[src/rtl/fpu_pkg.sv]
// Shared types for the FP issue/completion scheduler.
//   fpu_op_t     : request opcode, also the index of the execution slot
//   slot_state_t : per-unit slot life cycle
//   rr_pick      : round-robin selector used by the result arbiter
package fpu_pkg;

    localparam int NUM_UNITS = 4;

    typedef enum logic [1:0] {
        FADD = 2'd0,
        FSUB = 2'd1,
        FMUL = 2'd2,
        FDIV = 2'd3
    } fpu_op_t;

    typedef enum logic [1:0] {
        IDLE,
        ISSUE,
        WAIT,
        DONE
    } slot_state_t;

    // First set bit of req at or after ptr, wrapping. Walking from the far end
    // back toward ptr lets the nearest candidate overwrite the others.
    function automatic logic [1:0] rr_pick(input logic [NUM_UNITS-1:0] req,
                                           input logic [1:0]           ptr);
        logic [1:0] idx;
        rr_pick = ptr;
        for (int i = NUM_UNITS - 1; i >= 0; i--) begin
            idx = ptr + 2'(i);
            if (req[idx]) rr_pick = idx;
        end
    endfunction

endpackage

[src/rtl/fpu_slot.sv]
// One execution slot in front of an AXI4-Stream FP core.
// Holds the operands and destination tag of a single in-flight operation,
// drives the core's a/b channels, captures the result and parks it until
// the output arbiter grants it.
//   accept/op_a/op_b/op_rd : new operation (only asserted while IDLE)
//   grant                  : arbiter takes the parked result this cycle
//   state/slot_rd/slot_result : slot status, tag and result buffer
//   axis_a_*/axis_b_*      : operand channels to the core
//   axis_result_*          : result channel from the core
module fpu_slot
    import fpu_pkg::*;
#(
    parameter int DATA_W = 32,
    parameter int TAG_W  = 5
) (
    input  logic              clk,
    input  logic              rstn,
    input  logic              accept,
    input  logic [DATA_W-1:0] op_a,
    input  logic [DATA_W-1:0] op_b,
    input  logic [TAG_W-1:0]  op_rd,
    input  logic              grant,
    output slot_state_t       state,
    output logic [TAG_W-1:0]  slot_rd,
    output logic [DATA_W-1:0] slot_result,
    output logic [DATA_W-1:0] axis_a_tdata,
    output logic              axis_a_tvalid,
    input  logic              axis_a_tready,
    output logic [DATA_W-1:0] axis_b_tdata,
    output logic              axis_b_tvalid,
    input  logic              axis_b_tready,
    input  logic [DATA_W-1:0] axis_result_tdata,
    input  logic              axis_result_tvalid,
    output logic              axis_result_tready
);

    slot_state_t       state_nxt;
    logic              a_vld;
    logic              b_vld;
    logic [DATA_W-1:0] a_q;
    logic [DATA_W-1:0] b_q;
    logic [TAG_W-1:0]  rd_q;
    logic [DATA_W-1:0] res_q;
    logic              take;

    assign take          = (state == IDLE) && accept;
    assign axis_a_tdata  = a_q;
    assign axis_b_tdata  = b_q;
    assign axis_a_tvalid = a_vld;
    assign axis_b_tvalid = b_vld;
    assign slot_rd       = rd_q;
    assign slot_result   = res_q;

    always_comb begin
        state_nxt          = state;
        axis_result_tready = 1'b0;
        case (state)
            IDLE:  if (accept) state_nxt = ISSUE;
            // Leave ISSUE in the cycle the last outstanding operand handshakes.
            ISSUE: if ((!a_vld || axis_a_tready) && (!b_vld || axis_b_tready))
                       state_nxt = WAIT;
            WAIT: begin
                axis_result_tready = 1'b1;
                if (axis_result_tvalid) state_nxt = DONE;
            end
            DONE:  if (grant) state_nxt = IDLE;
            default: state_nxt = IDLE;
        endcase
    end

    always_ff @(posedge clk) begin
        if (!rstn) begin
            state <= IDLE;
            a_vld <= 1'b0;
            b_vld <= 1'b0;
        end else begin
            state <= state_nxt;
            if (take)                              a_vld <= 1'b1;
            else if (a_vld && axis_a_tready)       a_vld <= 1'b0;
            if (take)                              b_vld <= 1'b1;
            else if (b_vld && axis_b_tready)       b_vld <= 1'b0;
        end
    end

    // Payload registers carry no reset; they are qualified by the state.
    always_ff @(posedge clk) begin
        if (take) begin
            a_q  <= op_a;
            b_q  <= op_b;
            rd_q <= op_rd;
        end
        if ((state == WAIT) && axis_result_tvalid)
            res_q <= axis_result_tdata;
    end

endmodule

[src/rtl/fpu_sched.sv]
// Issue/completion scheduler between the CPU core and four AXI4-Stream FP
// cores (fadd, fsub, fmul, fdiv).
//   req_*      : operation request handshake (op, operands, destination tag)
//   res_*      : result handshake back to the core, with destination tag
//   pending    : bit i set while a result for register i is outstanding
//   <u>_axis_* : operand and result channels of each FP core
module fpu_sched
    import fpu_pkg::*;
#(
    parameter int TAG_W  = 5,
    parameter int DATA_W = 32
) (
    input  logic              clk,
    input  logic              rstn,
    input  logic              req_valid,
    output logic              req_ready,
    input  logic [1:0]        req_op,
    input  logic [DATA_W-1:0] req_a,
    input  logic [DATA_W-1:0] req_b,
    input  logic [TAG_W-1:0]  req_rd,
    output logic              res_valid,
    input  logic              res_ready,
    output logic [DATA_W-1:0] res_data,
    output logic [TAG_W-1:0]  res_rd,
    output logic [31:0]       pending,
    output logic [DATA_W-1:0] fadd_axis_a_tdata,
    output logic              fadd_axis_a_tvalid,
    input  logic              fadd_axis_a_tready,
    output logic [DATA_W-1:0] fadd_axis_b_tdata,
    output logic              fadd_axis_b_tvalid,
    input  logic              fadd_axis_b_tready,
    input  logic [DATA_W-1:0] fadd_axis_result_tdata,
    input  logic              fadd_axis_result_tvalid,
    output logic              fadd_axis_result_tready,
    output logic [DATA_W-1:0] fsub_axis_a_tdata,
    output logic              fsub_axis_a_tvalid,
    input  logic              fsub_axis_a_tready,
    output logic [DATA_W-1:0] fsub_axis_b_tdata,
    output logic              fsub_axis_b_tvalid,
    input  logic              fsub_axis_b_tready,
    input  logic [DATA_W-1:0] fsub_axis_result_tdata,
    input  logic              fsub_axis_result_tvalid,
    output logic              fsub_axis_result_tready,
    output logic [DATA_W-1:0] fmul_axis_a_tdata,
    output logic              fmul_axis_a_tvalid,
    input  logic              fmul_axis_a_tready,
    output logic [DATA_W-1:0] fmul_axis_b_tdata,
    output logic              fmul_axis_b_tvalid,
    input  logic              fmul_axis_b_tready,
    input  logic [DATA_W-1:0] fmul_axis_result_tdata,
    input  logic              fmul_axis_result_tvalid,
    output logic              fmul_axis_result_tready,
    output logic [DATA_W-1:0] fdiv_axis_a_tdata,
    output logic              fdiv_axis_a_tvalid,
    input  logic              fdiv_axis_a_tready,
    output logic [DATA_W-1:0] fdiv_axis_b_tdata,
    output logic              fdiv_axis_b_tvalid,
    input  logic              fdiv_axis_b_tready,
    input  logic [DATA_W-1:0] fdiv_axis_result_tdata,
    input  logic              fdiv_axis_result_tvalid,
    output logic              fdiv_axis_result_tready
);

    logic [NUM_UNITS-1:0] accept_v, grant_v, idle_v, done_v;
    logic [NUM_UNITS-1:0] a_tvalid_v, a_tready_v, b_tvalid_v, b_tready_v;
    logic [NUM_UNITS-1:0] r_tvalid_v, r_tready_v;
    logic [DATA_W-1:0]    a_tdata_v [NUM_UNITS];
    logic [DATA_W-1:0]    b_tdata_v [NUM_UNITS];
    logic [DATA_W-1:0]    r_tdata_v [NUM_UNITS];
    logic [DATA_W-1:0]    buf_v     [NUM_UNITS];
    logic [TAG_W-1:0]     rd_v      [NUM_UNITS];
    slot_state_t          st_v      [NUM_UNITS];

    logic                 accept;
    logic                 load_en;
    logic                 any_done;
    logic [1:0]           gsel;
    logic [1:0]           rr_ptr;
    logic [31:0]          pending_nxt;

    // Pack the per-unit AXIS ports so the slots can be generated.
    assign a_tready_v = {fdiv_axis_a_tready, fmul_axis_a_tready,
                         fsub_axis_a_tready, fadd_axis_a_tready};
    assign b_tready_v = {fdiv_axis_b_tready, fmul_axis_b_tready,
                         fsub_axis_b_tready, fadd_axis_b_tready};
    assign r_tvalid_v = {fdiv_axis_result_tvalid, fmul_axis_result_tvalid,
                         fsub_axis_result_tvalid, fadd_axis_result_tvalid};
    assign r_tdata_v[FADD] = fadd_axis_result_tdata;
    assign r_tdata_v[FSUB] = fsub_axis_result_tdata;
    assign r_tdata_v[FMUL] = fmul_axis_result_tdata;
    assign r_tdata_v[FDIV] = fdiv_axis_result_tdata;

    assign fadd_axis_a_tdata       = a_tdata_v[FADD];
    assign fadd_axis_a_tvalid      = a_tvalid_v[FADD];
    assign fadd_axis_b_tdata       = b_tdata_v[FADD];
    assign fadd_axis_b_tvalid      = b_tvalid_v[FADD];
    assign fadd_axis_result_tready = r_tready_v[FADD];
    assign fsub_axis_a_tdata       = a_tdata_v[FSUB];
    assign fsub_axis_a_tvalid      = a_tvalid_v[FSUB];
    assign fsub_axis_b_tdata       = b_tdata_v[FSUB];
    assign fsub_axis_b_tvalid      = b_tvalid_v[FSUB];
    assign fsub_axis_result_tready = r_tready_v[FSUB];
    assign fmul_axis_a_tdata       = a_tdata_v[FMUL];
    assign fmul_axis_a_tvalid      = a_tvalid_v[FMUL];
    assign fmul_axis_b_tdata       = b_tdata_v[FMUL];
    assign fmul_axis_b_tvalid      = b_tvalid_v[FMUL];
    assign fmul_axis_result_tready = r_tready_v[FMUL];
    assign fdiv_axis_a_tdata       = a_tdata_v[FDIV];
    assign fdiv_axis_a_tvalid      = a_tvalid_v[FDIV];
    assign fdiv_axis_b_tdata       = b_tdata_v[FDIV];
    assign fdiv_axis_b_tvalid      = b_tvalid_v[FDIV];
    assign fdiv_axis_result_tready = r_tready_v[FDIV];

    // Request decode: registered state only, independent of req_valid.
    assign req_ready = idle_v[req_op] && !pending[req_rd];
    assign accept    = req_valid && req_ready;
    assign accept_v  = accept ? (NUM_UNITS'(1) << req_op) : '0;

    for (genvar u = 0; u < NUM_UNITS; u++) begin : g_slot
        fpu_slot #(
            .DATA_W (DATA_W),
            .TAG_W  (TAG_W)
        ) u_slot (
            .clk                (clk),
            .rstn               (rstn),
            .accept             (accept_v[u]),
            .op_a               (req_a),
            .op_b               (req_b),
            .op_rd              (req_rd),
            .grant              (grant_v[u]),
            .state              (st_v[u]),
            .slot_rd            (rd_v[u]),
            .slot_result        (buf_v[u]),
            .axis_a_tdata       (a_tdata_v[u]),
            .axis_a_tvalid      (a_tvalid_v[u]),
            .axis_a_tready      (a_tready_v[u]),
            .axis_b_tdata       (b_tdata_v[u]),
            .axis_b_tvalid      (b_tvalid_v[u]),
            .axis_b_tready      (b_tready_v[u]),
            .axis_result_tdata  (r_tdata_v[u]),
            .axis_result_tvalid (r_tvalid_v[u]),
            .axis_result_tready (r_tready_v[u])
        );
        assign idle_v[u] = (st_v[u] == IDLE);
        assign done_v[u] = (st_v[u] == DONE);
    end

    // Output arbiter: the register reloads when empty or being drained,
    // so back-to-back results flow without a bubble.
    assign load_en  = !res_valid || res_ready;
    assign any_done = |done_v;
    assign gsel     = rr_pick(done_v, rr_ptr);
    assign grant_v  = (load_en && any_done) ? (NUM_UNITS'(1) << gsel) : '0;

    // Clear before set: a request for res_rd cannot be accepted in the
    // handoff cycle because req_ready still sees the old pending bit.
    always_comb begin
        pending_nxt = pending;
        if (res_valid && res_ready) pending_nxt[res_rd] = 1'b0;
        if (accept)                 pending_nxt[req_rd] = 1'b1;
    end

    // ---- output register / scoreboard ----
    always_ff @(posedge clk) begin
        if (!rstn) begin
            res_valid <= 1'b0;
            res_data  <= '0;
            res_rd    <= '0;
            rr_ptr    <= FADD;
            pending   <= '0;
        end else begin
            pending <= pending_nxt;
            if (load_en) begin
                res_valid <= any_done;
                if (any_done) begin
                    res_data <= buf_v[gsel];
                    res_rd   <= rd_v[gsel];
                    rr_ptr   <= gsel + 2'd1;
                end
            end
        end
    end

endmodule
[config.mk]
export PLATFORM = sky130hd
export DESIGN_NAME = fpu_sched
export DESIGN_NICKNAME = d
export VERILOG_FILES = /design/src/rtl/fpu_pkg.sv /design/src/rtl/fpu_slot.sv /design/src/rtl/fpu_sched.sv
export SDC_FILE = /design/constraint.sdc
export NUM_CORES = 1
export LEC_CHECK = 0
export CAP_MARGIN = 30
export CORE_ASPECT_RATIO = 0.7
export CORE_MARGIN = 5
export CORE_UTILIZATION = 47
export CTS_CLUSTER_DIAMETER = 150
export DETAILED_ROUTE_END_ITERATION = 16
export PLACE_DENSITY = 0.8
export RECOVER_POWER = 50
export SYNTH_ARGS = -nofsm -noshare
export SYNTH_HDL_FRONTEND = slang
export SYNTH_SLANG_ARGS = --single-unit
[constraint.sdc]
create_clock -name clk -period 9.85 [get_ports clk]
set_input_delay 1.4775 -clock clk [delete_from_list [all_inputs] [get_ports clk]]
set_output_delay 1.4775 -clock clk [all_outputs]
set_load 0.01 [all_outputs]
# == Word level (Yosys, flattened, before mapping) ==
# Index checks and enable logic that the tools add are counted.
# Widths: inputs -> output; s select.
# op_classes
addsub,4
order_cmp,10
n_eq_ne,28
n_shift,2
mux,70
bitwise_logic,4
reduce_logical,63
# op_table
operator,n
$mux 32,4
$bmux 32 s2,1
$mux 2,20
$and 32x32->32,1
$not 32->32,1
$or 32x32->32,1
$pmux 2 s4,4
$mux 1,28
$logic_and 1x1->1,26
$ne 2x2->1 const B,12
$eq 2x2->1 const B,8
$reduce_and 4->1,4
$reduce_bool 2->1,8
$lt 2x3->1 const B,5
$lt 5x6->1 const B,2
$bmux 1 s2,5
$bmux 5 s2,1
$demux 1 s5,2
$ge 5x1->1 const B,2
$logic_not 1->1,10
$mux 5,2
$logic_or 1x1->1,9
$eq 2x1->1 const B,4
$logic_not 2->1,4
other kinds (10),17
# word_totals
ff_bits,492
in_bits,215
output_inout_bits,339
elab_cells,214

# == Depth between registers and ports, before layout ==
# Gate-level depths: netlist of the first run.
# logic_depth
word_depth,11
depth_mapped,10
mapped_depth_nobuf,8

# == Modules after synthesis ==
# Synthesis of the first run repeated with hierarchy kept, for this count alone.
# unflattened
cells_unflattened,948
hier_area_um2,17272.8
# modules_own_cells
module,n_inst,cells_per_inst,area_each_um2,seq_area_each_um2
fpu_slot (g_slot[1].u_slot ...),3,131,3303.2,3113.0
fpu_sched,1,424,4061.4,1441.4
fpu_slot (g_slot[0].u_slot),1,131,3301.9,3113.0

# == Worst setup path before layout of the first run ==
# No wires, ideal clock.
# synth_path
kind,in2reg
start,input req_rd[0]
end,"register g_slot[2].u_slot.a_q[0], enable pin"
setup_time_ns,0.585
arrival_time_ns,7.327
required_ns,9.265
setup_slack_ns,1.937
cell_stages,4
n_path_buf,0
cell_sequence,mux4_2 > and3_2 > a41o_1 > nor3_1
# synth_via
elab_chain_len,7
# synth_lines
element,line,rtl
start: declaration,fpu_sched.sv:20,"input logic [TAG_W-1:0] req_rd,"
$bmux 1 s5,fpu_sched.sv:115,assign req_ready = idle_v[req_op] && !pending[req_rd];
$mux 1 (not written as such),fpu_sched.sv:115,
$logic_not 1->1,fpu_sched.sv:115,
$logic_and 1x1->1,fpu_sched.sv:115,
$logic_and 1x1->1,fpu_sched.sv:116,assign accept = req_valid && req_ready;
$mux 4,fpu_sched.sv:117,assign accept_v = accept ? (NUM_UNITS'(1) << req_op) : '0;
$logic_and 1x1->1,fpu_slot.sv:46,assign take = (state == IDLE) && accept;
via g_slot[2].u_slot.take,fpu_slot.sv:44,logic take;
end signal: assignment,fpu_slot.sv:88,a_q <= op_a;
end: declaration,fpu_slot.sv:40,logic [DATA_W-1:0] a_q;
# The timed path passes the listed nets, and every way through them passes these cells. The select of a mux whose other input is x is not followed.
# A chain may end at the register's enable or synchronous reset.

# == Final worst setup path of the first run ==
# layout_path
start,input req_rd[1]
end,output req_ready
# layout_via
elab_chain_len,4
# layout_lines
element,line,rtl
$bmux 1 s5,fpu_sched.sv:115,
$mux 1 (not written as such),fpu_sched.sv:115,
$logic_not 1->1,fpu_sched.sv:115,
$logic_and 1x1->1,fpu_sched.sv:115,
end: declaration,fpu_sched.sv:16,"output logic req_ready,"
# Every way passes these cells. The select of a mux whose other input is x is not followed.

==> results.txt, run 1 <==
- HP Class: reg -> reg
- The clock network is responsible for between 30% and 40% of the overall power.
- Cell type group with the largest total delay on the critical path: buffers and inverters
- Power density of the placed cells: approximately 210 mW/mm^2
* Total Routed Length: approximately 57000 um
- Clk pin slew, worst setup/hold paths: around 0.060 ns
- The max-slew violation count came to 127.
- Aggregate global-route resource usage: between 20% and 30%
- Main area contributors after synthesis: edfxtp_1, dfxtp_1, a211oi_1
- Most frequent cell after synthesis: edfxtp_1
* Master cell of the clock root buffer: clkbuf_16
* Share of post-route cells with drive strength above 1: roughly 7.4%
- From synthesis to final layout, the design area changed by 42.5%.
- Area of the core: around 0.037 mm^2
- Met3 capacity usage during global routing: under 10%
- The checks that failed: max-capacitance violations, max-slew violations.
- The routed layout has approximately 12000 vias.
- Width of the die: 243 um
- Max-cap violations in this run came to 4.
- The number of global-route vias before repair was between 10000 and 15000.
- Post-synthesis instance area: between 0.015 and 0.02 mm^2
- Net count of the finished layout: slightly below 2000
- Clock latency reported for the late side of the worst-skew pair: 0.56 ns
- Mapped Nets: 1368
- The pre-antenna-repair detailed-routing pass consisted of 7 iterations.
* Port buffer count: 553
- Biggest area consumer among synthesized cells: edfxtp_1
- For this run, asynchronously set or reset flops after synthesis account for 0%.
- Floorplan die area: approximately 0.042 mm^2
- Maximum level of the CTS H-tree: 2
- Leak: approximately 8.7 nW
- Highest attainable clock frequency: 161 MHz
- After detailed routing, the average wire length per cell comes to roughly 26 um.
- Worst Skew: approximately 0.015 ns
* Worst Reg2Reg Path Length in Cells: 8
* Count of synthesis-stage warnings from yosys: 0
- After layout, the worst path uses between 60% and 70% of the clock period.
- Detail Placement HPWL: slightly above 40000 um
* Synth cell types: 62
- For this run the aggregate overflow at the end of global routing stands at 0.
- The commonest cells after synthesis are edfxtp_1, nand2_1, dfxtp_1.
- The flow ran to the end, but the final reports show violations.
- Part of the total power dissipated in sequential elements: 47.7%
- DRT iter0 DRCs: 1025
- In the final layout, flip-flops and latches occupy about 0.014 mm^2.
- Avg Synthesized Cell Area: 15.9 um^2
* Largest vdd supply drop: about 0.00014 V
- In the synthesized netlist the dominant register cell turns out to be edfxtp_1.
- In this run the count of I/O pins placed on the die edge is approximately 550.
- CTS buffer count: 46
- Slew at the pin closest to its max-slew limit: 2.62 ns
* Gate count after technology mapping: 1129
* Placement-stage cell area: approximately 0.024 mm^2
- Footprint of the multi-input gates: approximately 0.0036 mm^2
* TritonCTS clock tree: yes
* Critical path's largest stage delay: 0.91 ns
- The worst setup path is of the in -> out kind.
- In the global route stage, met2 resource usage came out at 45.2%.
- Pin count of the biggest net entering global routing: 81
- Remaining design rule violation count: 0
- The number of hold buffers added after CTS was 0.
* CP max-delay cell: clkbuf_1
- Critical path data arrival time: around 4.7 ns
* Post-synthesis sequential area ratio: 77.5%
- Ordered list of cells on the worst path: dlygate4sd3_1 -> clkbuf_1 -> mux4_1 -> a22oi_2 -> or2_2 -> and3_1 -> clkdlybuf4s50_1
- Met1 global-route usage: between 30% and 40%
- The critical path contains buffers and inverters numbering 3 combined.
- The worst hold path was traced through 2 stages.
* Proportion of power drawn by combinational gates: between 10% and 20%
* Finish-stage setup viols: 0
- Total negative setup slack: 0 ns
- Global-route wire length before repair: roughly 83000 um
- Of all nets on the critical path, the largest fanout is 22.
- Number of enable flip-flop cells after synthesis: ~400
- Placer Congestion: approximately 0.87
- Setup repair after global routing missed its margin: no
- Pint: between 0.003 and 0.004 W
- Worst max-slew margin expressed relative to the limit: -74.4%
- Post-synthesis sequential element count: between 400 and 500
- Final antenna-violating net count: 0
- Number of rows in the core area: slightly below 60
- Dividing the detail-routed via count by the number of cells gives roughly 5.6.
* Power Total: 0.00531 W
- Post_cts resized: 0
* Total count of hold-check failures in the final report: 0
- Of the total power, the share spent switching nets is 27.5%.
* Number of antenna violations at the first check in global routing: 12
- The clock drives a little under 500 sinks.
* Layer with the highest usage: met2
- Counting buffers and inverters, the worst setup path is 7 cells deep.
- The finished cells cover 0.0255 mm^2.
- Number of fill cells in the layout: approximately 2500
- Height of the chip: between 150 and 200 um
- Clock Tree Buf Depth: 3
- For this design the total switching power over the nets is between 0.001 and 0.0015 W.
* Crit path launch type: primary input
- Number of buffers added for setup after CTS: 0
* Synth top area share: 67.7%
- The initial utilization of the core area, before any placement, comes to roughly 48%.
- Minimum clock period: between 6 and 7 ns
* Type of element capturing the critical path: primary output
* Req. time, crit path: between 8 and 9 ns
-- worst reg2reg max path: cells and delay by family, from the launching register on --
| kind | cells | cell delay (ns) |
|---|---|---|
| AOI/OAI and AO/OA | 5 | 1.55 |
| buffers and inverters | 1 | 0.71 |
| and+or+nand+nor | 1 | 0.61 |
| DFF | 1 | 0.36 |
| adders and majority gates | 1 | 0.33 |
-- layout make-up --
cell class | instances | share of cell area (%)
inverters | 53 | 0.779
well taps | 488 | 2.39
clock buffers | 58 | 4.84
multi-input cells | 524 | 14.0
repair buffers | 572 | 22.5
clock inverters | 28 | 0.961
diodes | 9 | 0.0882
flip-flops and latches | 492 | 54.4
-- flip-flops by register name (all words and copies together) (netlist names) --
| signal | cells |
|---|---|
| g_slot.u_slot.slot_rd | 20 |
| g_slot.u_slot.axis_a_tdata | 128 |
| res_rd | 5 |
| rr_ptr | 2 |
| res_data | 32 |
| g_slot.u_slot.axis_a_tvalid | 4 |
| pending | 32 |
| g_slot.u_slot.axis_b_tdata | 128 |
| g_slot.u_slot.slot_result | 128 |
| g_slot.u_slot.state | 8 |
| res_valid | 1 |
| g_slot.u_slot.axis_b_tvalid | 4 |
-- power by group through the flow --
| stage | clock network, W | registers (W) | logic, W |
|---|---|---|---|
| floorplan | 0 | 0.00261 | 0.000489 |
| global placement | 0 | 0.00257 | 0.00100 |
| detailed placement | 0 | 0.00257 | 0.00105 |
| CTS | 0.00177 | 0.00253 | 0.00105 |
| global route | 0.00187 | 0.00254 | 0.00109 |
| finish | 0.00175 | 0.00253 | 0.00103 |
-- routing by layer --
metal	wire (um)	share of wire, %
met1	22000	39
met2	29200	51
met3	4230	7.4
met4	1540	2.7
met5	25	0.044
-- per-stage QoR --
| stage | std cells | utilization [%] | hold WS (ns) | setup WS (ns) |
|---|---|---|---|---|
| floorplan | 1129 | - | 0.481 | 1.94 |
| global placement | 2123 | 63.9 | 0.444 | 3.95 |
| global route | 2221 | 68.2 | 0.469 | 3.54 |
| finish | 2224 | 68.2 | 0.453 | 3.65 |
| CTS | 2214 | 68.2 | 0.454 | 3.91 |
| detailed placement | 2128 | 64.2 | 0.446 | 3.92 |
-- logic make-up after synthesis --
logic type | synth area share [%]
AO/OA/AOI/OAI | 11.3
XOR/XNOR | 0.0489
adder cells (fa/ha/maj) | 1.68
buffers and inverters | 2.88
flip-flops | 77.5
multiplexers | 1.10
AND/OR/NAND/NOR | 5.45
-- placed cells by master, fill, tap and decap left out, drive strengths merged, types with 9 or more instances in the layout --
cell type	count
inv	55
dfxtp	88
edfxtp	404
a211oi	75
nand3	9
o31ai	10
o21ai	33
nor2	32
dlygate4sd3	285
nand2	122
ha	24
nor2b	9
diode	9
clkbuf	60
a311o	37
buf	17
clkdlybuf4s50	268
clkinv	19
o211ai	34
a21oi	47
-- worst paths after layout --
check | from | end | slack (ns)
max reg2reg | g_slot[2].u_slot.state[0]$_SDFFE_PN0P_ | res_data[5]$_SDFFE_PN0P_ | 6.23
max | req_rd[1] | req_ready | 3.65
min reg2reg | res_data[25]$_SDFFE_PN0P_ | res_data[25]$_SDFFE_PN0P_ | 0.45
min | res_data[25]$_SDFFE_PN0P_ | res_data[25]$_SDFFE_PN0P_ | 0.45
(Power assumes the default switching activity.)
==> run 2: changes to the inputs <==
==> constraint.sdc (replaced) <==
create_clock -name clk -period 6.4 [get_ports clk]
set_input_delay 0.96 -clock clk [delete_from_list [all_inputs] [get_ports clk]]
set_output_delay 0.96 -clock clk [all_outputs]
set_load 0.01 [all_outputs]
==> results.txt, run 2 (synthesis gave the netlist of run 1 again) <==
* Status: finished with violations
* Violated checks: max-capacitance violations, max-slew violations
- The peak ir drop on the vdd network was 0.000231 V (+64%).
- After detailed routing, no signal wire sits above met5.
* Number of fill cells in the layout: 2466 (-1.2%)
- The total count of hold-check failures in the final report came to 0 (unchanged).
* Biggest fanout along the worst timing path: 25 (+14%)
- Clock latency reported for the late side of the worst-skew pair: 0.57 ns (about the same)
- The number of buffer and inverter instances along the worst setup path came to 2 (-1).
* Floorplan die area: 0.0422 mm^2 (unchanged)
- Worst Path Class, Setup: in -> out
- Maximum level of the CTS H-tree: 2 (unchanged)
- The number of cells upsized or downsized after cts was 0 (unchanged).
- Total Routed Length: 57500 um (+0.74%)
* Type of element capturing the critical path: primary output
* CP max-delay cell: dlygate4sd3_1
- The number of placed instances with taps included is 2127 (-0.047%).
* Number of buffers added for setup after CTS: 0 (unchanged)
- Final critical-path share of the clock period: between 70% and 80%
* Minimum clock period: ~5.0 ns
- Aggregate global-route resource usage: 26.1% (+0.25 points)
- The layout net count was 1930 (+0.10%).
- Finish-stage setup viols: 0 (unchanged)
- TritonCTS sink count: 492 (unchanged)
- HP Class: reg -> reg
- The routability-driven placement congestion ratio came to 0.921 (+6.0%).
* Power Total: 0.00842 W (+59%)
* TritonCTS clock tree: yes
- Worst Skew: 0.0250 ns (+0.0101 ns)
- Port buffer count: 553 (unchanged)
- The transition time at the pin with the least slew margin is 2.65 ns (+0.0298 ns).
- The sum of met2 wire segment lengths after detailed routing is 29500 um (+1.2%).
* Height of the chip: 173 um (unchanged)
- The max-slew headroom at the worst pin was -76.3% (-2.0 points).
* Highest-count cells in the layout ignoring fill and taps: edfxtp_1, dlygate4sd3_1, clkdlybuf4s50_1
- The required time of the critical path was 5.44 ns (-2.93 ns).
- The number of optimization iterations in the first detailed-route pass is 6 (-1).
* Detailed-route vias per instance: 5.65 (+1.6%)
- Width of the die: 243 um (unchanged)
* CTS buffer count: 47 (+2.2%)
* Number of hold buffers added after CTS: 0 (unchanged)
* DRT iter0 DRCs: 1348 (+32%)
- Clk pin slew, worst setup/hold paths: 0.06 ns (about the same)
* Crit path launch type: primary input
* Count of placed standard cells in the final layout, fillers left out: 2223 (-0.045%)
* Leak: 8.84 nW (+1.4%)
- The buffer depth of the longest clock path was 3 (unchanged).
* Grt total ovfl: 0 (unchanged)
- The number of antenna violations at the first check in global routing is 11 (-1).
- Critical path's largest stage delay: 1.23 ns (+0.32 ns)
* Number of rows in the core area: 59 (unchanged)
- The I/O pin count is 554 (unchanged).
- Share of post-route cells with drive strength above 1: 7.87% (+0.45 points)
* Area of the core: 0.0374 mm^2 (unchanged)
* Relative area change from synthesis to final layout: 43.7%
- Detail Placement HPWL: 41100 um (+1.0%)
- The via total after detailed routing came to 12568 (+1.6%).
- The largest net degree at the start of global routing is 81 (unchanged).
- The max-slew violation count was 132 (+3.9%).
- Cell type group with the largest total delay on the critical path: buffers and inverters
- The max-capacitance violation count was 4 (unchanged).
* Met1 layer wirelength in the final routing: 21600 um (-1.9%)
- Global-route wire length before repair: 83700 um (+0.49%)
- For this run, the top clock speed supported by timing is approximately 200 MHz.
- The root buffer cell chosen for the clock tree is clkbuf_16.
- Setup repair after global routing left no endpoint under its margin.
- The number of global-route vias before repair is 12537 (+0.28%).
* Final antenna-violating net count: 0 (unchanged)
- The DRC violation count after routing is 0 (unchanged).
- The average wire length per cell after detail routing was 25.8 um (+0.78%).
- Ordered list of cells on the worst path: dlygate4sd3_1 -> mux4_2 -> a22oi_2 -> or2_2 -> and3_1 -> clkdlybuf4s50_1
- The detailed-routed wire length on met3 came to 4840 um (+14%).
* Power density of the placed cells: 327 mW/mm^2 (+57%)
- The library cell used most frequently in the layout, excluding fill and tap cells, is edfxtp_1.
- Starting Density: 47.9% (unchanged)
- Critical path data arrival time: 4.01 ns (-0.71 ns)
run 2: worst min-delay path, delay by kind of cell (launching register included):
family	cells	cell delay, ns
simple gates	1	0.05
flops	1	0.31
compound gates	1	0.05
run 2: final cells by class:
cell class	count	area, um^2	share of cell area, %
clock buffer	61	1280	4.97
multi-input combinational	524	3570	13.9
sequential	492	13900	54.0
clock inverter	26	360	1.40
antenna	6	15.0	0.0583
tap	488	611	2.37
inverter	53	199	0.773
timing repair buffer	573	5810	22.6
run 2: power by group:
group	internal (W)	total, W	switching, W	leakage, nW
Combinational	0.000662	0.00160	0.000940	3.67
Clock	0.00171	0.00292	0.00121	0.791
Sequential	0.00377	0.00390	0.000129	4.38
Total	0.00615	0.00842	0.00228	8.84
run 2: per-stage QoR:
stage	cell area [um^2]	setup TNS, ns	util, %	worst slack (ns)	hold WS, ns
finish	25700	0	68.8	1.43	0.456
global route	25700	0	68.8	1.33	0.480
CTS	25700	0	68.6	1.55	0.457
detailed placement	24000	0	64.2	1.56	0.450
global placement	23900	0	63.9	1.65	0.445
floorplan	17900	-281.22	-	-0.995	0.481
run 2: worst paths after layout:
kind	startpoint	end	slack, ns	cells after the start
worst max-delay path	req_rd[1]	req_ready	1.43	6
worst min-delay path	res_data[16]$_SDFFE_PN0P_	res_data[16]$_SDFFE_PN0P_	0.46	2
worst max register to register	g_slot[1].u_slot.state[0]$_SDFFE_PN0P_	g_slot[0].u_slot.state[1]$_SDFFE_PN0P_	2.75	9
worst min register to register	res_data[16]$_SDFFE_PN0P_	res_data[16]$_SDFFE_PN0P_	0.46	2
run 2: layer usage:
| layer | track usage (%) | vias to the layer above |
|---|---|---|
| met2 | 45.7 | 695 |
| met4 | 6.69 | 2 |
| li1 | - | 5473 |
| met5 | 0 | - |
| met3 | 5.87 | 114 |
| met1 | 33.2 | 6284 |
==> run 3: changes to the inputs <==
--- a/config.mk
+++ b/config.mk
@@ -8,10 +8,10 @@
 export CAP_MARGIN = 30
 export CORE_ASPECT_RATIO = 0.7
 export CORE_MARGIN = 5
-export CORE_UTILIZATION = 47
+export CORE_UTILIZATION = 42
 export CTS_CLUSTER_DIAMETER = 150
 export DETAILED_ROUTE_END_ITERATION = 16
-export PLACE_DENSITY = 0.8
+export PLACE_DENSITY = 0.76
 export RECOVER_POWER = 50
 export SYNTH_ARGS = -nofsm -noshare
 export SYNTH_HDL_FRONTEND = slang
==> constraint.sdc (replaced) <==
create_clock -name clk -period 4 [get_ports clk]
set_input_delay 0.6 -clock clk [delete_from_list [all_inputs] [get_ports clk]]
set_output_delay 0.6 -clock clk [all_outputs]
set_load 0.01 [all_outputs]
==> results.txt, run 3 (synthesis gave the netlist of run 1 again) <==
- Total count of hold-check failures in the final report: 0 (unchanged)
* Number of buffers and inverters on the critical path: 2 (unchanged)
- The buffer depth of the longest clock path was 3 (unchanged).
- Total negative setup slack: 0 ns (unchanged)
* Height of the chip: 183 um (+5.5%)
* Type of element capturing the critical path: primary output
- The transition time at the pin with the least slew margin was 2.63 ns (-0.0137 ns).
- The wire length after detailed routing came to 57700 um (+0.36%).
- Req. time, crit path: 3.40 ns (-2.04 ns)
* Clock share of power: 33.5% (-1.2 points)
- The checks that failed: max-capacitance violations, max-slew violations.
- Pin count of the biggest net entering global routing: 72 (-11%)
- The worst slack on hold paths was 0.457 ns (+0.000969 ns).
- Width of the die: 257 um (+5.5%)
- First drt pass iteration count: 5 (-1)
* Power Total: 0.0133 W (+58%)
- Clk pin slew, worst setup/hold paths: 0.06 ns (about the same)
- Finish-stage setup viols: 0 (unchanged)
- The leakage power summed over all cells is 8.82 nW (-0.27%).
* Count of maximum capacitance violations: 5 (+1)
* Number of buffers added for setup after CTS: 0 (unchanged)
* Setup repair after global routing missed its margin: no
- The longest individual stage delay on the worst path was 0.75 ns (-0.48 ns).
- HP Class: reg -> reg
* Number of rows in the core area: 63 (+6.8%)
* DRT iter0 DRCs: 1087 (-19%)
- Part of the total power dissipated in sequential elements: 46.9% (+0.6 points)
- The cell-internal power came to 0.00965 W (+57%).
- Power density of the placed cells: 515 mW/mm^2 (+58%)
- Net count of the finished layout: 1941 (+0.57%)
- The switching power is 0.00364 W (+60%).
- The critical path is of the in -> out type.
- Based on the critical path, the design can be clocked at up to 266 MHz.
- Final critical-path share of the clock period: between 90% and 100%
- Proportion of power drawn by combinational gates: 19.6% (+0.6 points)
- TritonCTS built the clock tree.
- The library cell used most frequently in the layout, excluding fill and tap cells, is edfxtp_1.
* Status: finished with violations
- The peak ir drop on the vdd network is 0.000389 V (+69%).
* Vias: 12375 (-1.5%)
- Floorplan die area: 0.0470 mm^2 (+11%)
- Placer Congestion: 0.897 (-2.5%)
* Highest-count cells in the layout ignoring fill and taps: edfxtp_1, dlygate4sd3_1, clkdlybuf4s50_1
- Port buffer count: 553 (unchanged)
- TritonCTS sink count: 492 (unchanged)
- The wire length of the first global-routing pass is 83200 um (-0.65%).
- Worst Skew: 0.0233 ns (-0.00174 ns)
* Post_cts resized: 0 (unchanged)
- The number of H-tree levels came to 2 (unchanged).
* Final core utilization: 61.1% (-7.7 points)
* Aggregate global-route resource usage: 23.4% (-2.7 points)
* Ordered list of cells on the worst path: dlygate4sd3_1 -> mux4_2 -> and3_2 -> a41oi_1 -> and3_1 -> clkdlybuf4s50_1
* Number of placed I/O pins: 554 (unchanged)
- Number of hold buffers added after CTS: 0 (unchanged)
- Biggest fanout along the worst timing path: 6 (-76%)
- The filler cell count came to 3131 (+27%).
- The average wire length per cell after detail routing was 25.1 um (-2.8%).
* Vias in the first global route: 12250 (-2.3%)
- The max-slew violation count is 174 (+32%).
* Master cell of the clock root buffer: clkbuf_16
* Number of antenna violations at the first check in global routing: 8 (-3)
- Placement-stage cell area: 0.0242 mm^2 (+0.77%)
- The remaining antenna violation count after routing was 0 (unchanged).
- Relative area change from synthesis to final layout: 44.0%
* Worst max-slew margin expressed relative to the limit: -75.4% (+0.91 points)
- Area of the core: 0.0423 mm^2 (+13%)
* CP max-delay cell: dlygate4sd3_1
* Critical path data arrival time: 3.16 ns (-0.85 ns)
- Share of post-route cells with drive strength above 1: 8.39% (+0.52 points)
- Switching part of the total power: 27.4% (+0.38 points)
* Area of all placed cells without fillers: 0.0258 mm^2 (+0.25%)
- CTS buffer count: 46 (-2.1%)
- Detail Placement HPWL: 41900 um (+2.1%)
* Minimum clock period: 3.76 ns
- The initial standard-cell utilization of the core is 42.4% (-5.5 points).
* Grt total ovfl: 0 (unchanged)
- The per-cell via count in the routed design came to 5.39 (-4.6%).
- The clock insertion delay at the later pin of the skew report was 0.57 ns (about the same).
- Remaining design rule violation count: 0 (unchanged)
- Cell type group with the largest total delay on the critical path: buffers and inverters
- Crit path launch type: primary input
## run 3: power by group through the flow
| stage | Sequential (W) | Combinational (W) | Clock [W] |
|---|---|---|---|
| global route | 0.00627 | 0.00280 | 0.00477 |
| global placement | 0.00632 | 0.00259 | 0 |
| detailed placement | 0.00634 | 0.00266 | 0 |
| finish | 0.00624 | 0.00261 | 0.00445 |
| floorplan | 0.00641 | 0.00121 | 0 |
| CTS | 0.00623 | 0.00268 | 0.00454 |
## run 3: layout make-up
type | instances | area, um^2 | area share [%]
clock buffer | 65 | 1360 | 5.25
timing repair buffer | 585 | 5840 | 22.6
tap | 552 | 691 | 2.68
inverter | 53 | 199 | 0.771
clock inverter | 21 | 224 | 0.868
multi-input combinational | 524 | 3590 | 13.9
antenna | 3 | 7.51 | 0.0291
sequential | 492 | 13900 | 53.8
## run 3: worst paths after layout
| kind | from | endpoint | slack [ns] | cells after the start |
|---|---|---|---|---|
| worst min register to register | res_data[17]$_SDFFE_PN0P_ | res_data[17]$_SDFFE_PN0P_ | 0.46 | 2 |
| worst min-delay path | res_data[17]$_SDFFE_PN0P_ | res_data[17]$_SDFFE_PN0P_ | 0.46 | 2 |
| worst max register to register | g_slot[0].u_slot.state[0]$_SDFFE_PN0P_ | g_slot[0].u_slot.slot_result[24]$_DFFE_PP_ | 0.86 | 3 |
| worst max-delay path | req_rd[0] | req_ready | 0.24 | 6 |
## run 3: layer usage
layer  part of all wire, %  vias to the layer above  track usage (%)  wire, um
li1                      -                     5501                -         -
met1                    40                     6168             30.7     22900
met2                    51                      626             40.5     29200
met3                   7.8                       76             5.45      4500
met4                   1.8                        4             4.94      1020
met5                 0.047                        -                0        27
## run 3: through the flow
stage	setup WS, ns	cells
floorplan	-0.875	1129
global placement	0.301	2204
detailed placement	0.290	2204
CTS	0.290	2290
global route	0.165	2295
finish	0.237	2295
## run 3: worst reg2reg max path: cells and delay by family, from the launching register on
kind          cells  cell delay (ns)
simple gates      1             1.93
flops             1             0.36
buf+inv           1             0.13
fa+ha+maj         1             0.24
